===== src/rtl/calc_pkg.sv =====
// calc_pkg: shared sequencer state encoding and data width for the calculator front end
package calc_pkg;
   localparam int DATA_W = 8;
   typedef enum logic [1:0] {WAIT_A = 2'd0, WAIT_B = 2'd1, WAIT_OP = 2'd2, DONE = 2'd3} state_t;
endpackage


===== src/rtl/operand_loader_if.sv =====
// operand_loader_if: switch/button inputs and register-bank load bus of the operand loader
interface operand_loader_if;
   import calc_pkg::*;
   logic [DATA_W-1:0] in_SW;
   logic              in_BTN_ENTER;
   logic              in_BTN_CLEAR;
   logic [DATA_W-1:0] out_D;
   logic              out_EN_A;
   logic              out_EN_B;
   logic              out_EN_OP;
   logic              out_GO;
   logic [1:0]        out_STATE;
   modport master (
      input  in_SW, in_BTN_ENTER, in_BTN_CLEAR,
      output out_D, out_EN_A, out_EN_B, out_EN_OP, out_GO, out_STATE
   );
   modport slave (
      output in_SW, in_BTN_ENTER, in_BTN_CLEAR,
      input  out_D, out_EN_A, out_EN_B, out_EN_OP, out_GO, out_STATE
   );
endinterface


===== src/rtl/btn_debounce.sv =====
// btn_debounce: synchronise a raw button, accept a level after DEBOUNCE_CYCLES steady cycles, pulse on press
module btn_debounce #(
   parameter int DEBOUNCE_CYCLES = 1000000,
   parameter int CNT_W           = 24
) (
   input  logic in_CLK,
   input  logic in_RST,
   input  logic in_BTN,
   output logic out_PULSE
);
   logic             sync1, s, stable, stable_q;
   logic [CNT_W-1:0] cnt;
   logic             hit;
   assign hit = cnt == CNT_W'(DEBOUNCE_CYCLES - 1);
   always_ff @(posedge in_CLK or posedge in_RST) begin
      if (in_RST) begin
         sync1     <= 1'b0;
         s         <= 1'b0;
         stable    <= 1'b0;
         stable_q  <= 1'b0;
         cnt       <= '0;
         out_PULSE <= 1'b0;
      end else begin
         sync1     <= in_BTN;
         s         <= sync1;
         stable_q  <= stable;
         out_PULSE <= stable & ~stable_q;
         if (s == stable) cnt <= '0;
         else if (hit) begin
            stable <= s;
            cnt    <= '0;
         end else cnt <= cnt + CNT_W'(1);
      end
   end
endmodule


===== src/rtl/operand_loader.sv =====
// operand_loader: debounced ENTER/CLEAR sequencer loading operand A, operand B and opcode banks, then pulsing GO
module operand_loader
   import calc_pkg::*;
#(
   parameter int DEBOUNCE_CYCLES = 1000000,
   parameter int CNT_W           = 24
) (
   input logic               in_CLK,
   input logic               in_RST,
   operand_loader_if.master  bus
);
   logic              enter, clear, load;
   state_t            state, state_n;
   logic [DATA_W-1:0] d, d_n;
   logic              en_a, en_b, en_op, go, en_a_n, en_b_n, en_op_n;
   btn_debounce #(.DEBOUNCE_CYCLES(DEBOUNCE_CYCLES), .CNT_W(CNT_W)) u_enter (
      .in_CLK(in_CLK), .in_RST(in_RST), .in_BTN(bus.in_BTN_ENTER), .out_PULSE(enter)
   );
   btn_debounce #(.DEBOUNCE_CYCLES(DEBOUNCE_CYCLES), .CNT_W(CNT_W)) u_clear (
      .in_CLK(in_CLK), .in_RST(in_RST), .in_BTN(bus.in_BTN_CLEAR), .out_PULSE(clear)
   );
   always_ff @(posedge in_CLK or posedge in_RST) begin
      if (in_RST) begin
         state <= WAIT_A;
         d     <= '0;
         en_a  <= 1'b0;
         en_b  <= 1'b0;
         en_op <= 1'b0;
         go    <= 1'b0;
      end else begin
         state <= state_n;
         d     <= d_n;
         en_a  <= en_a_n;
         en_b  <= en_b_n;
         en_op <= en_op_n;
         go    <= en_op;
      end
   end
   // clear overrides a coincident enter; DONE chains straight into a new A load
   always_comb begin
      load    = enter & ~clear;
      state_n = clear ? WAIT_A :
                !enter ? state :
                (state == WAIT_A || state == DONE) ? WAIT_B :
                state == WAIT_B ? WAIT_OP : DONE;
      en_a_n  = load & (state == WAIT_A || state == DONE);
      en_b_n  = load & (state == WAIT_B);
      en_op_n = load & (state == WAIT_OP);
      d_n     = load ? bus.in_SW : d;
   end
   assign bus.out_D     = d;
   assign bus.out_EN_A  = en_a;
   assign bus.out_EN_B  = en_b;
   assign bus.out_EN_OP = en_op;
   assign bus.out_GO    = go;
   assign bus.out_STATE = state;
endmodule

===== src/flat_wrapper.sv =====
// flat-port wrapper written by rule: the top's interface ports become plain ports
module operand_loader_flat import calc_pkg::*;
#(
   parameter int DEBOUNCE_CYCLES = 1000000,
   parameter int CNT_W           = 24
)
  (in_CLK, in_RST, bus_in_SW, bus_in_BTN_ENTER, bus_in_BTN_CLEAR, bus_out_D, bus_out_EN_A, bus_out_EN_B, bus_out_EN_OP, bus_out_GO, bus_out_STATE);
  operand_loader_if bus_i ();
  input logic in_CLK;
  input logic in_RST;
  input wire logic [$bits(bus_i.in_SW)-1:0] bus_in_SW;
  input wire logic [$bits(bus_i.in_BTN_ENTER)-1:0] bus_in_BTN_ENTER;
  input wire logic [$bits(bus_i.in_BTN_CLEAR)-1:0] bus_in_BTN_CLEAR;
  output wire logic [$bits(bus_i.out_D)-1:0] bus_out_D;
  output wire logic [$bits(bus_i.out_EN_A)-1:0] bus_out_EN_A;
  output wire logic [$bits(bus_i.out_EN_B)-1:0] bus_out_EN_B;
  output wire logic [$bits(bus_i.out_EN_OP)-1:0] bus_out_EN_OP;
  output wire logic [$bits(bus_i.out_GO)-1:0] bus_out_GO;
  output wire logic [$bits(bus_i.out_STATE)-1:0] bus_out_STATE;
  assign bus_i.in_SW = bus_in_SW;
  assign bus_i.in_BTN_ENTER = bus_in_BTN_ENTER;
  assign bus_i.in_BTN_CLEAR = bus_in_BTN_CLEAR;
  assign bus_out_D = bus_i.out_D;
  assign bus_out_EN_A = bus_i.out_EN_A;
  assign bus_out_EN_B = bus_i.out_EN_B;
  assign bus_out_EN_OP = bus_i.out_EN_OP;
  assign bus_out_GO = bus_i.out_GO;
  assign bus_out_STATE = bus_i.out_STATE;
  operand_loader #(.DEBOUNCE_CYCLES(DEBOUNCE_CYCLES), .CNT_W(CNT_W)) u_core (.in_CLK(in_CLK), .in_RST(in_RST), .bus(bus_i));
endmodule

===== config.mk =====
export PLATFORM = sky130hd
export DESIGN_NAME = operand_loader_flat
export DESIGN_NICKNAME = d
export VERILOG_FILES = /design/src/rtl/calc_pkg.sv /design/src/rtl/operand_loader_if.sv /design/src/rtl/btn_debounce.sv /design/src/rtl/operand_loader.sv /design/src/flat_wrapper.sv
export SDC_FILE = /design/constraint.sdc
export NUM_CORES = 1
export LEC_CHECK = 0
export ABC_AREA = 1
export CORE_MARGIN = 2
export CORE_UTILIZATION = 50
export CTS_CLUSTER_SIZE = 16
export DETAILED_ROUTE_END_ITERATION = 16
export DONT_BUFFER_PORTS = 1
export GPL_ROUTABILITY_DRIVEN = 0
export PLACE_DENSITY = 0.61
export SLEW_MARGIN = 20
export SYNTH_ARGS = -nofsm -noshare
export SYNTH_HDL_FRONTEND = slang
export SYNTH_SLANG_ARGS = --single-unit

===== constraint.sdc =====
create_clock -name in_CLK -period 4.35 [get_ports in_CLK]
set_input_delay 0.87 -clock in_CLK [delete_from_list [all_inputs] [get_ports in_CLK]]
set_output_delay 0.87 -clock in_CLK [all_outputs]
set_load 0.1 [all_outputs]

==> impl_table.tex <==
\begin{tabular}{lr}
\hline
Metric & Value \\
\hline
\multicolumn{2}{l}{\textbf{Min path}} \\
Hold Crit Class & flop to flop \\
Worst hold path endpoint & u\_core.u\_clear.s \\
Worst hold path startpoint & u\_core.u\_clear.sync1 \\
Number of cells on the worst hold path & 0 \\
\multicolumn{2}{l}{\textbf{Die}} \\
DIE AREA & 8390 sq um \\
Count of pins on the block boundary & 26 \\
DIE WIDTH & 91.6 um \\
Standard-cell row count & 31 \\
Height of the chip & 91.6 um \\
Core area & 7330 sq um \\
Initial Util & 52.3\% \\
\multicolumn{2}{l}{\textbf{Logic synthesis}} \\
Sequential share of the synthesized area & 47.0\% \\
Cell area after technology mapping & 3840 sq um \\
Net count of the mapped netlist & 491 \\
Distinct cell type count after synthesis & 28 \\
Number of warning messages in the yosys log & 0 \\
Post-synthesis average cell area & 8.10 sq um \\
Flip-flop and latch count after synthesis & 72 \\
Synthesized netlist cell count & 474 \\
\multicolumn{2}{l}{\textbf{Final layout}} \\
Finished Core Util & 56.3\% \\
Share of cells above drive strength 1 & 15.0\% \\
Final layout net count & 500 \\
Most used cells in the layout excluding fill and tap cells & nor2\_1 (114), nand2\_1 (100), dfrtp\_1 (72) \\
Area Overhead vs Synth & 7.53\% \\
Leading cell type in the layout, fill and taps excluded & nor2\_1 \\
Antenna Diode Count & 0 \\
\multicolumn{2}{l}{\textbf{Place}} \\
Port Buffers & 0 \\
Worst slack at placement & 2.41 ns \\
Placed wire-length estimate after detailed placement & 5.79 mm \\
\multicolumn{2}{l}{\textbf{Critical path}} \\
Type of element capturing the critical path & output port \\
R2R cell count & 3 \\
Required arrival time at the worst endpoint & 3.48 ns \\
Worst-path maximum fanout & 4 \\
Startpoint type of the worst setup path & flop \\
Capture instance of the worst register-to-register path & u\_core.bus.out\_STATE[1] \\
First element of the critical path & u\_core.bus.out\_STATE[0] \\
Reg-to-reg startpoint & u\_core.bus.out\_STATE[0] \\
Worst EP arrival & 1.31 ns \\
Reg-to-reg setup timing slack & 2.60 ns \\
Category of the critical setup timing path & flop to output port \\
\multicolumn{2}{l}{\textbf{Clocking}} \\
Clock tree root buffer cell & clkbuf\_8 \\
TritonCTS Buffers & 9 \\
Clk sinks & 72 \\
Total of hold buffers inserted after clock tree synthesis & 0 \\
Largest buffer count on any clock path & 2 \\
Clock-pin slew on the worst setup and hold paths & 0.08 ns \\
TritonCTS clock tree & built \\
Total of cells resized after clock tree synthesis & 0 \\
H-tree Lvls & 3 \\
Latest clock arrival within the worst-skew pair & 0.35 ns \\
Post CTS Setup Buffer Count & 0 \\
\multicolumn{2}{l}{\textbf{Drt}} \\
Iter 0 DRT Violations & 164 \\
Number of search-and-repair iterations in the first detailed-routing pass & 5 \\
Vias per std cell & 4.91 \\
Total via count after detailed routing & 2881 \\
Antenna Nets Post-Route & 0 \\
Mean routed wirelength per cell & 13.0 um \\
DRC & 0 \\
Post-detailed-routing wire length & 7.63 mm \\
\multicolumn{2}{l}{\textbf{Global routing}} \\
Overflow left after global routing & 0 \\
Global routing usage summed across all routing layers & 19.8\% \\
Pin count of the biggest net entering global routing & 40 \\
First-pass GRT wire length & 13.1 mm \\
Antenna violations before repair & 0 \\
Vias in the first global route & 2784 \\
\multicolumn{2}{l}{\textbf{Timing}} \\
Count of endpoints failing hold in the final timing report & 0 \\
Final worst hold slack & 0.372 ns \\
Post-Route Skew & 0.0110 ns \\
Slew at the pin closest to its max-slew limit & 0.949 ns \\
Minimum period implied by the final worst setup slack & 2.18 ns \\
Fin Setup TNS & 0 ns \\
Total of endpoints with negative setup slack in the final report & 0 \\
Worst Setup Slack, final & 2.17 ns \\
Period utilisation layout & 50.2\% \\
Maximum frequency from static timing analysis & 458 MHz \\
Normalized max-slew margin & 36.8\% \\
Number of max-slew violations in the final report & 0 \\
Unrepaired setup endpoints after global routing & no \\
\multicolumn{2}{l}{\textbf{Power and ir drop}} \\
Power per Cell Area & 304 nW/um\^{}2 \\
IR Drop Worst-Case VDD & 0.000191 V \\
LEAKAGE & 1.86 nW \\
\multicolumn{2}{l}{\textbf{Outcome}} \\
Run status & completed \\
\multicolumn{2}{l}{\textbf{Job}} \\
MaxCap Viol Count & 0 \\
\hline
\end{tabular}
[cell type report]
cell class	instances	area (sq um)
Clock inverter	7	61.3
Sequential cell	72	1800
Tap cell	99	124
Multi-Input combinational cell	349	1820
Fill cell	673	3200
Timing Repair Buffer	1	7.51
Inverter	50	188
Clock buffer	9	124
[worst max-delay path by stage]
stage                        endpoint  slack (ns)  cells past startpoint
5_1_grt              bus_out_STATE[0]        2.12                      0
2_1_floorplan     u_core.bus.out_D[0]        1.66                      1
3_3_place_gp    u_core.u_enter.cnt[7]        2.42                      2
3_5_place_dp   u_core.u_clear.cnt[15]        2.41                      2
6_report             bus_out_STATE[0]        2.17                      0
4_1_cts              bus_out_STATE[0]        2.15                      0
[sequential cells by signal (all words and copies together) (netlist names)]
name	flops
u_core.bus.out_GO	1
u_core.bus.out_D	8
u_core.u_enter.stable_q	1
u_core.u_enter.stable	1
u_core.u_enter.out_PULSE	1
u_core.bus.out_EN_A	1
u_core.u_clear.out_PULSE	1
u_core.u_clear.stable	1
u_core.u_enter.s	1
u_core.u_clear.s	1
u_core.bus.out_EN_OP	1
u_core.u_enter.sync1	1
u_core.u_clear.stable_q	1
u_core.u_clear.sync1	1
u_core.u_enter.cnt	24
u_core.bus.out_EN_B	1
u_core.bus.out_STATE	2
u_core.u_clear.cnt	24
[per-layer routing]
| layer | track usage [%] | up-vias | wire [um] | share of wire, % |
|---|---|---|---|---|
| met2 | 29.3 | 62 | 3280 | 43 |
| met3 | 3.32 | 10 | 272 | 3.6 |
| met5 | 0 | - | 0 | 0 |
| li1 | - | 1471 | - | - |
| met4 | 6.82 | 0 | 113 | 1.5 |
| met1 | 29.4 | 1338 | 3960 | 52 |
[where the power goes]
part	switching (mW)	internal (mW)	total (mW)
logic	0.0278	0.00984	0.0376
registers	0.0372	0.678	0.715
clock network	0.284	0.219	0.503
total	0.349	0.907	1.26
[stage by stage]
| step | total power, mW | instances | cell area (sq um) |
|---|---|---|---|
| 2_1_floorplan | 0.758 | 474 | 3840 |
| 3_3_place_gp | 0.767 | 571 | 3940 |
| 3_5_place_dp | 0.768 | 571 | 3940 |
| 4_1_cts | 1.27 | 587 | 4130 |
| 5_1_grt | 1.31 | 587 | 4130 |
| 6_report | 1.26 | 587 | 4130 |
[cells by family after synthesis]
| kind of cell | Yosys count | synth area share (%) |
|---|---|---|
| xor+xnor | 27 | 6.55 |
| fa+ha+maj | 5 | 1.63 |
| simple gates | 297 | 35.3 |
| compound gates | 12 | 1.63 |
| mux | 8 | 2.35 |
| buf+inv | 53 | 5.61 |
| flops | 72 | 47.0 |
[worst reg2reg max path: cells and delay by family (launching register included)]
kind / cells / cell delay (ns)
buf+inv: 1 / 0.17
compound gates: 1 / 0.18
fa+ha+maj: 1 / 0.35
flops: 1 / 0.97
[cells in the mapped netlist]
master / n / share of area (%)
nand4_1: 1 / 0.16
xnor2_1: 9 / 2.1
or2_2: 1 / 0.16
nor2_8: 1 / 0.52
o22ai_1: 2 / 0.33
nor2_1: 114 / 11
buf_2: 1 / 0.13
a21oi_1: 7 / 0.91
ha_1: 5 / 1.6
nand2_2: 11 / 1.8
xor2_2: 2 / 0.85
and2_1: 4 / 0.65
nor2_2: 15 / 2.4
inv_2: 5 / 0.49
nor2_4: 8 / 2.3
nand2_1: 100 / 9.8
nor3b_1: 2 / 0.39
nand2_4: 2 / 0.59
o21ai_0: 2 / 0.26
o21ai_1: 1 / 0.13
nand3b_1: 1 / 0.20
nand3_2: 2 / 0.52
inv_1: 45 / 4.4
xor2_1: 16 / 3.7
buf_6: 2 / 0.59
mux2_2: 8 / 2.3
dfrtp_1: 72 / 47
nand3_1: 35 / 4.6
(Power assumes the default switching activity.)
==> RTL change: new RTL, same settings <==
Reset style: synchronous (`in_RST`), changed in 2 clocked blocks.
--- a/src/rtl/btn_debounce.sv
+++ b/src/rtl/btn_debounce.sv
@@ -12,7 +12,7 @@
    logic [CNT_W-1:0] cnt;
    logic             hit;
    assign hit = cnt == CNT_W'(DEBOUNCE_CYCLES - 1);
-   always_ff @(posedge in_CLK or posedge in_RST) begin
+   always_ff @(posedge in_CLK) begin
       if (in_RST) begin
          sync1     <= 1'b0;
          s         <= 1'b0;
--- a/src/rtl/operand_loader.sv
+++ b/src/rtl/operand_loader.sv
@@ -19,7 +19,7 @@
    btn_debounce #(.DEBOUNCE_CYCLES(DEBOUNCE_CYCLES), .CNT_W(CNT_W)) u_clear (
       .in_CLK(in_CLK), .in_RST(in_RST), .in_BTN(bus.in_BTN_CLEAR), .out_PULSE(clear)
    );
-   always_ff @(posedge in_CLK or posedge in_RST) begin
+   always_ff @(posedge in_CLK) begin
       if (in_RST) begin
          state <= WAIT_A;
          d     <= '0;
Function: same outputs for any inputs over 10 cycles, from zero or initial values and one cycle with in_RST high; that may be too few to reach the edited logic, so the function may still have changed.
==> RTL change against the original RTL <==
Wire length is 15% lower; fmax shrank 2.1%; first-iteration DRC count down 38%; global-route usage fell by 0.40 points; synthesized area is 11% lower; sequential share of layout area shrank 4.5 points; sequential cell count unchanged; register-to-register slack about the same; cell area shrank 11%; setup slack got worse by 48 ps; highest routed layer unchanged.
Power is not compared: it rests on default switching activity, and its combinational part moved more than twofold at a synthesized area within 25%.
==> RTL change: results (changes against the original RTL) <==
clock root buffer=clkbuf_8; multiplexer share of the synthesized area=0% (-2.3 points); GR Util met1=25.9% (-3.5 points); commonest cells in the netlist=nor2_1, nand2_1, dfxtp_1; WP data arrival=1360 ps (+50 ps); drt total wl=6510 um (-15%); DP Worst Slack=2290 ps (-113 ps); highest metal used=met4; H-tree depth=3 (unchanged); register area share after synthesis=42.2% (-4.8 points); HP Start=u_core.u_clear.stable_q; Max rail drop VDD=196 uV; Clock transition at path regs=90 ps; Netlist cell types=25 (-11%); routed length on met1=3280 um (-17%); worst-path maximum fanout=4 (unchanged); Hold EP=u_core.u_clear.out_PULSE; IO buf count=0 (unchanged); drt pass-1 iters=4 (-1); share of layout cells above drive strength 1=7.41% (-7.6 points); first-pass GRT wire length=11500 um (-12%); initial antenna violation count=0 (unchanged); adder-cell share of the synthesized area=1.46% (-0.17 points); largest net degree at the start of global routing=25 (-38%); top_reg_cell synth=dfxtp_1; synth warn=0 (unchanged); Cell Area, Placed=3470 sq um (-12%); DRT iter0 DRCs=101 (-38%); met3 WL post-DR=299 um (+9.9%); Post-synth ARST share=0% (-100 points); Cells after Synth=503 (+6.1%); final setup vio count=0 (unchanged); Max-slew headroom=32.3% (-4.5 points); Post-layout nets=524 (+4.8%); WL met2=2830 um (-14%); reg2reg end=u_core.bus.out_STATE[1]; Leak=1.23 nW; vias in the first global route=2629 (-5.6%); R2R setup slack=2590 ps (about the same); Max Clock Skew=9.52 ps (-1.51 ps); outcome=complete, no violations; worst reg2reg startpoint=u_core.bus.out_STATE[0]; vias per cell=4.87 (-0.81%); routing usage on met3=6.00% (+2.7 points); met2 Resource Use GR=29.4% (+0.081 points); largest cells by area after synthesis=dfxtp_1, nor2_1, nand2_1; fraction of synthesized cell area in xor and xnor cells=4.87% (-1.7 points); R2R depth=5 (+2); compound-gate portion of the synthesized area=5.64% (+4.0 points); antenna fix cells=0 (unchanged); Hold Path Depth=1 (+1); Total GRT Usage=19.4% (-0.40 points); Skew-Pair Late Insertion Delay=360 ps; Post-DP HPWL=4830 um (-17%); postcts setup bufs=0 (unchanged); Num CTS Buffers=9 (unchanged); post-CTS resize count=0 (unchanged); Hold Slack=386 ps (+14.3 ps)
## RTL change: cell count changes after synthesis, moves of 6 or more
cell	delta
a21oi_1	+11
dfrtp_1	-72
dfxtp_1	+72
inv_1	+6
mux2_2	-8
nand2_1	+24
nand2_2	-6
nand3_1	-14
nor2_1	+21
nor2_2	-9
o21ai_0	+11
## RTL change: cell type report
type / count / area [sq um]
clock buffers: 9 / 124
fillers: 676 / 3040
inverters: 52 / 195
well taps: 80 / 100
clock inverters: 7 / 86.3
flip-flops and latches: 72 / 1440
multi-input cells: 373 / 1740
## RTL change: kinds of logic after synthesis
family | after synthesis
buffers and inverters | 58
AND/OR/NAND/NOR | 314
XOR/XNOR | 19
flip-flops | 72
adder cells (fa/ha/maj) | 4
AO/OA/AOI/OAI | 36
## RTL change: metrics by stage
| stage | total power [W] | std cells |
|---|---|---|
| floorplan | 0.000688 | 503 |
| global placement | 0.000688 | 577 |
| detailed placement | 0.000688 | 577 |
| CTS | 0.00125 | 593 |
| global route | 0.00128 | 593 |
| finish | 0.00124 | 593 |
## RTL change: how the worst max path moves through the flow
stage                                        from                endpoint  slack (ps)  cells past startpoint
final                     u_core.bus.out_STATE[0]        bus_out_STATE[0]        2120                      0
after global routing      u_core.bus.out_STATE[0]        bus_out_STATE[0]        2060                      0
after CTS                 u_core.bus.out_STATE[0]        bus_out_STATE[0]        2100                      0
after detailed placement                   in_RST  u_core.u_enter.cnt[19]        2290                      5
after global placement                     in_RST  u_core.u_enter.cnt[20]        2350                      5
after floorplan           u_core.bus.out_STATE[0]        bus_out_STATE[0]        2520                      0
## RTL change: power by group
group	switching, W	internal, W
clock	0.000287	0.000278
sequential	0.00000106	0.000661
combinational	0.00000754	0.00000258
total	0.000295	0.000941
